**config.mk**
```make
export PLATFORM = sky130hd
export DESIGN_NAME = ledr_anim_ctrl_flat
export DESIGN_NICKNAME = d
export VERILOG_FILES = /design/src/rtl/ledr_anim_ctrl_if.sv /design/src/rtl/ledr_anim_ctrl.sv /design/src/flat_wrapper.sv
export SDC_FILE = /design/constraint.sdc
export NUM_CORES = 1
export LEC_CHECK = 0
export CAP_MARGIN = 10
export CELL_PAD_IN_SITES_DETAIL_PLACEMENT = 0
export CELL_PAD_IN_SITES_GLOBAL_PLACEMENT = 1
export CORE_ASPECT_RATIO = 2
export CORE_MARGIN = 2
export CORE_UTILIZATION = 43
export DETAILED_ROUTE_END_ITERATION = 7
export PLACE_DENSITY = 0.86
export SLEW_MARGIN = 20
export SYNTH_ARGS = -nofsm -noshare
export SYNTH_HDL_FRONTEND = slang
export SYNTH_SLANG_ARGS = --single-unit
```
**constraint.sdc**
```tcl
create_clock -name clk -period 4.18 [get_ports clk]
set_clock_uncertainty 0.2 [all_clocks]
set_input_delay 0.836 -clock clk [delete_from_list [all_inputs] [get_ports clk]]
set_output_delay 0.836 -clock clk [all_outputs]
set_load 0.005 [all_outputs]
```
**src/rtl/ledr_anim_ctrl_if.sv**
```systemverilog
// Interface bundling the game-side LED patterns, outcome events and the
// board-side LED drive/mode outputs of the LEDR animation controller.
interface ledr_anim_ctrl_if #(
    parameter int LED_W = 18
);
    logic [LED_W-1:0] leds_vitoria;
    logic [LED_W-1:0] leds_derrota;
    logic [LED_W-1:0] leds_dica;
    logic             senha_correta;
    logic             derrota;
    logic             novo_jogo;
    logic [LED_W-1:0] LEDR;
    logic [1:0]       estado;

    // The game FSM side: drives patterns and events, observes LEDs and mode
    modport master (
        output leds_vitoria, leds_derrota, leds_dica,
        output senha_correta, derrota, novo_jogo,
        input  LEDR, estado
    );

    // The controller side: consumes patterns and events, drives LEDs and mode
    modport slave (
        input  leds_vitoria, leds_derrota, leds_dica,
        input  senha_correta, derrota, novo_jogo,
        output LEDR, estado
    );
endinterface

```
**src/rtl/ledr_anim_ctrl.sv**
```systemverilog
// LEDR animation controller for the password game.
// Latches the game outcome and animates the selected pattern:
// hint mode passes leds_dica through, victory blinks leds_vitoria and
// defeat rotates leds_derrota left, one step per animation tick.
module ledr_anim_ctrl #(
    parameter int LED_W    = 18,
    parameter int TICK_DIV = 12500000,
    parameter int CNT_W    = 24
) (
    input  logic                   clk,
    input  logic                   rst,
    ledr_anim_ctrl_if.slave        bus
);
    localparam int ROT_W = (LED_W > 1) ? $clog2(LED_W) : 1;
    localparam logic [CNT_W-1:0] CNT_LAST = CNT_W'(TICK_DIV - 1);
    localparam logic [ROT_W-1:0] ROT_LAST = ROT_W'(LED_W - 1);

    typedef enum logic [1:0] {
        DICA    = 2'b00,
        VITORIA = 2'b01,
        DERROTA = 2'b10
    } mode_e;

    mode_e            state_q, state_d;
    logic [CNT_W-1:0] cnt_q, cnt_d;
    logic             phase_q, phase_d;
    logic [ROT_W-1:0] rot_q, rot_d;
    logic [LED_W-1:0] ledr_q, ledr_d;
    logic [LED_W-1:0] rotated;
    logic             tick;

    assign tick       = (cnt_q == CNT_LAST);
    assign bus.LEDR   = ledr_q;
    assign bus.estado = state_q;

    // Mode selection: novo_jogo always wins, outcomes are sticky until then
    always_comb begin
        state_d = state_q;
        if (bus.novo_jogo) begin
            state_d = DICA;
        end else begin
            case (state_q)
                DICA: begin
                    if (bus.senha_correta) begin
                        state_d = VITORIA;
                    end else if (bus.derrota) begin
                        state_d = DERROTA;
                    end
                end
                VITORIA, DERROTA: state_d = state_q;
                default:          state_d = DICA;
            endcase
        end
    end

    // Prescaler and animation step; any mode entry restarts a full-length first step
    always_comb begin
        cnt_d   = cnt_q;
        phase_d = phase_q;
        rot_d   = rot_q;
        if (bus.novo_jogo || (state_d != state_q)) begin
            cnt_d   = '0;
            phase_d = 1'b1;
            rot_d   = '0;
        end else if (state_q == DICA) begin
            cnt_d = '0;
        end else begin
            cnt_d = tick ? '0 : cnt_q + 1'b1;
            if (tick) begin
                if (state_q == VITORIA) begin
                    phase_d = ~phase_q;
                end else if (state_q == DERROTA) begin
                    rot_d = (rot_q == ROT_LAST) ? '0 : rot_q + 1'b1;
                end
            end
        end
    end

    // Pattern selection from the registered mode and live pattern inputs
    always_comb begin
        rotated = (bus.leds_derrota << rot_q)
                | (bus.leds_derrota >> (LED_W - int'(rot_q)));
        ledr_d  = '0;
        case (state_q)
            DICA:    ledr_d = bus.leds_dica;
            VITORIA: ledr_d = phase_q ? bus.leds_vitoria : '0;
            DERROTA: ledr_d = rotated;
            default: ledr_d = '0;
        endcase
    end

    // State, animation and output registers with synchronous reset
    always_ff @(posedge clk) begin
        if (rst) begin
            state_q <= DICA;
            cnt_q   <= '0;
            phase_q <= 1'b1;
            rot_q   <= '0;
            ledr_q  <= '0;
        end else begin
            state_q <= state_d;
            cnt_q   <= cnt_d;
            phase_q <= phase_d;
            rot_q   <= rot_d;
            ledr_q  <= ledr_d;
        end
    end
endmodule

```
**src/flat_wrapper.sv**
```systemverilog
// flat-port wrapper written by rule: the top's interface ports become plain ports
module ledr_anim_ctrl_flat 
#(
    parameter int LED_W    = 18,
    parameter int TICK_DIV = 12500000,
    parameter int CNT_W    = 24
)
  (clk, rst, bus_leds_vitoria, bus_leds_derrota, bus_leds_dica, bus_senha_correta, bus_derrota, bus_novo_jogo, bus_LEDR, bus_estado);
  ledr_anim_ctrl_if #(.LED_W(LED_W)) bus_i ();
  input  logic clk;
  input  logic rst;
  input wire logic [$bits(bus_i.leds_vitoria)-1:0] bus_leds_vitoria;
  input wire logic [$bits(bus_i.leds_derrota)-1:0] bus_leds_derrota;
  input wire logic [$bits(bus_i.leds_dica)-1:0] bus_leds_dica;
  input wire logic [$bits(bus_i.senha_correta)-1:0] bus_senha_correta;
  input wire logic [$bits(bus_i.derrota)-1:0] bus_derrota;
  input wire logic [$bits(bus_i.novo_jogo)-1:0] bus_novo_jogo;
  output wire logic [$bits(bus_i.LEDR)-1:0] bus_LEDR;
  output wire logic [$bits(bus_i.estado)-1:0] bus_estado;
  assign bus_i.leds_vitoria = bus_leds_vitoria;
  assign bus_i.leds_derrota = bus_leds_derrota;
  assign bus_i.leds_dica = bus_leds_dica;
  assign bus_i.senha_correta = bus_senha_correta;
  assign bus_i.derrota = bus_derrota;
  assign bus_i.novo_jogo = bus_novo_jogo;
  assign bus_LEDR = bus_i.LEDR;
  assign bus_estado = bus_i.estado;
  ledr_anim_ctrl #(.LED_W(LED_W), .TICK_DIV(TICK_DIV), .CNT_W(CNT_W)) u_core (.clk(clk), .rst(rst), .bus(bus_i));
endmodule
```
==> results.md <==
* R2R setup slack at 0.98 ns
* Fin cells at 688
* Clock transition at the registers of the reported paths at 0.07 ns
* H-tree levels at 2
* Initial Util at 44.1%
* Cell variety after synth at 64
* FFs w/ async S/R, synth at 0%
* Sw Share at 26.0%
* Most common cell in the netlist: nor2_1
* Maxcap violations at 0
* Sequential power share at 44.0%
* Run status: finished clean
* Vias in the first global route at 4167
* # DRC at 0
* Initial antenna violation count at 0
* Gpl congestion at 1.03
* CP startpoint kind: flip-flop
* Netlist Area Pre-Place at 4310 µm²
* WHS Path Cells at 1
* Clock sink total at 50
* Max Fclk at 312 MHz
* WL final at 15200 µm
* Synth Area per Inst at 8.68 µm²
* Arrival time of the worst setup path at 3.15 ns
* Drt first pass iters at 5
* Power Dens Cells at 215 nW/µm²
* Worst Hold Class: flip-flop to flip-flop
* Share of cells above drive strength 1 at 9.71%
* Setup TNS Final at 0 ns
* Area leader, netlist: dfxtp_1
* Comb power frac at 20.5%
* Count of antenna-violating nets left after detailed routing at 0
* Final count of pins violating max slew at 0
* Hold_buf cts at 0
* #FFs+latches synth at 50
* Mapped Nets at 558
* Die area at 10900 µm²
* DR WL/cell at 22.0 µm
* # setup viols final at 0
* Crit path launch: u_core.rot_q[1]$_SDFFE_PP0P_
* Ys Warns at 0
* Die X at 74.8 µm
* Final core utilization at 54.0%
* Tmin final at 3.20 ns
* Final count of hold timing violations at 0
* Peak VDD IR at 0.204 mV
* Reg-to-Reg Start: u_core.rot_q[1]$_SDFFE_PP0P_
* Via/cell ratio at 6.15
* Clk pwr share at 35.5%
* Area growth from synthesis to layout at 22.3%
* Req. time, crit path at 4.13 ns
* Antenna cells at 0
* DP HPWL at 12000 µm
* RSZ-0062 raised after global routing: no
* Top cells by count, synth: nor2_1 (68), dfxtp_1 (50), mux2i_1 (38)
* Post-CTS Resized at 0
* CP endpoint: u_core.bus.LEDR[2]$_SDFF_PP0_
* Number of flops mapped to enable cells by yosys at 0
* CP max FO at 16
* Synth Instances at 496
* GRT Residual Overflow at 0
* CP Class: flip-flop to flip-flop
* CTS root buf: clkbuf_16
* Initial DRC count at 238
* Period utilization at 76.6%
* Die height at 146 µm
* IO Port Bufs at 78
* Clk buf depth at 2
* Filler Cells Inserted at 929
* Nets at 618
* Cell total after placement at 681
* CTS tree: built
* Top Ports at 79
* Top FF cell, synth: dfxtp_1
* Seq/Total Area, Yosys at 23.2%
* Placed Area at 5130 µm²
* Pin slew with the least headroom to its limit at 1.07 ns
* Via count at 4232
* Largest cells by area after synthesis: dfxtp_1 (23%), mux2i_1 (8.8%), mux4_1 (7.3%)
* Overall Global Routing Usage at 28.7%
* Final instance area at 5270 µm²
* Num CTS Buffers at 5
* Placeable Area at 9760 µm²
* Total power at 0.00113 W
* First-pass GRT wire length at 23300 µm
* LEAKAGE at 1.80 nW
* Reg2Reg Depth at 8
* Crit path capture type: flip-flop
* Switching pwr at 0.000294 W
* Post-CTS Setup Repair Bufs at 0
* Largest net degree at the start of global routing at 51
* Skew-Pair Late Insertion Delay at 0.29 ns
* Internal at 0.000837 W
* Cell row count at 51
* Post-synth top area share at 23.2%
* Reg-to-reg endpoint: u_core.bus.LEDR[2]$_SDFF_PP0_
* Relative slew slack at 28.7%
[area by class of cell]
cell class / instances / area, µm² / area share, %
timing repair buffer: 89 / 863 / 16.4
sequential: 50 / 1000 / 19.0
tap: 132 / 165 / 3.14
clock inverter: 2 / 15.0 / 0.285
inverter: 11 / 41.3 / 0.784
multi-input combinational: 399 / 3060 / 58.0
clock buffer: 5 / 125 / 2.38
[power by group through the flow]
stage | clock network [W] | registers (W) | logic, W
final | 0.000402 | 0.000498 | 0.000231
after floorplan | 0 | 0.000507 | 0.000100
after global placement | 0 | 0.000509 | 0.000226
after CTS | 0.000412 | 0.000498 | 0.000230
after detailed placement | 0 | 0.000509 | 0.000229
after global routing | 0.000431 | 0.000499 | 0.000248
[stage by stage]
stage	setup slack, ns	hold slack, ns
finish	0.979	0.278
global route	0.769	0.289
CTS	1.03	0.281
detailed placement	1.00	0.265
global placement	1.03	0.239
floorplan	1.68	0.226
[layer usage]
layer	track usage (%)	up-vias	part of all wire [%]
met5	0	-	0
met4	18.3	0	6.9
met3	2.70	47	3.0
met2	52.6	145	56
met1	29.2	2063	34
li1	-	1977	-
[critical path, cell delays in order (launching register included)]
cell	delay, ns
dfxtp_1	0.33
inv_1	0.13
ha_1	0.74
buf_4	0.30
mux2i_1	0.47
mux2i_1	0.19
mux2_2	0.32
a221oi_1	0.26
a211oi_1	0.11
[flip-flops by register name (all words and copies together) (netlist names)]
| name | count |
|---|---|
| u_core.bus.LEDR | 18 |
| u_core.bus.estado | 2 |
| u_core.rot_q | 5 |
| u_core.phase_q | 1 |
| u_core.cnt_q | 24 |
[cells in the final DEF, fill, tap and decap left out, types with 4 or more instances in the layout]
cell type / Yosys / layout
a211oi_1: 5 / 5
a21oi_1: 25 / 25
a221oi_1: 5 / 5
a31oi_1: 7 / 7
and3_1: 5 / 5
and4_1: 4 / 4
buf_4: 7 / 11
clkbuf_16: 0 / 5
clkdlybuf4s50_1: 0 / 78
dfxtp_1: 50 / 49
inv_1: 10 / 10
mux2_2: 14 / 14
mux2i_1: 38 / 38
mux4_1: 12 / 12
mux4_2: 12 / 12
nand2_1: 28 / 28
nand2b_1: 9 / 9
nand3_1: 17 / 17
nand4_1: 9 / 9
nor2_1: 68 / 68
nor2b_1: 19 / 19
nor3_1: 14 / 14
o21ai_0: 15 / 15
o22ai_1: 11 / 11
xnor2_1: 18 / 18
xor2_1: 6 / 6
[logic make-up (layout without fill, tap and decap cells)]
group | count (synthesis) | in the layout | synth area share, %
flops | 50 | 50 | 23.2
buf+inv | 47 | 107 | 5.78
fa+ha+maj | 3 | 3 | 0.872
xor+xnor | 25 | 25 | 5.26
mux | 76 | 76 | 26.1
simple gates | 192 | 192 | 22.5
compound gates | 103 | 103 | 16.2
[how the worst min path moves through the flow]
| stage | start | to |
|---|---|---|
| 2_1_floorplan | u_core.cnt_q[0]$_SDFF_PP0_ | u_core.cnt_q[0]$_SDFF_PP0_ |
| 3_3_place_gp | u_core.cnt_q[0]$_SDFF_PP0_ | u_core.cnt_q[0]$_SDFF_PP0_ |
| 3_5_place_dp | u_core.cnt_q[0]$_SDFF_PP0_ | u_core.cnt_q[0]$_SDFF_PP0_ |
| 4_1_cts | u_core.cnt_q[0]$_SDFF_PP0_ | u_core.cnt_q[0]$_SDFF_PP0_ |
| 5_1_grt | u_core.cnt_q[0]$_SDFF_PP0_ | u_core.cnt_q[0]$_SDFF_PP0_ |
| 6_report | u_core.cnt_q[0]$_SDFF_PP0_ | u_core.cnt_q[0]$_SDFF_PP0_ |
Power figures use the tool's default switching activity.
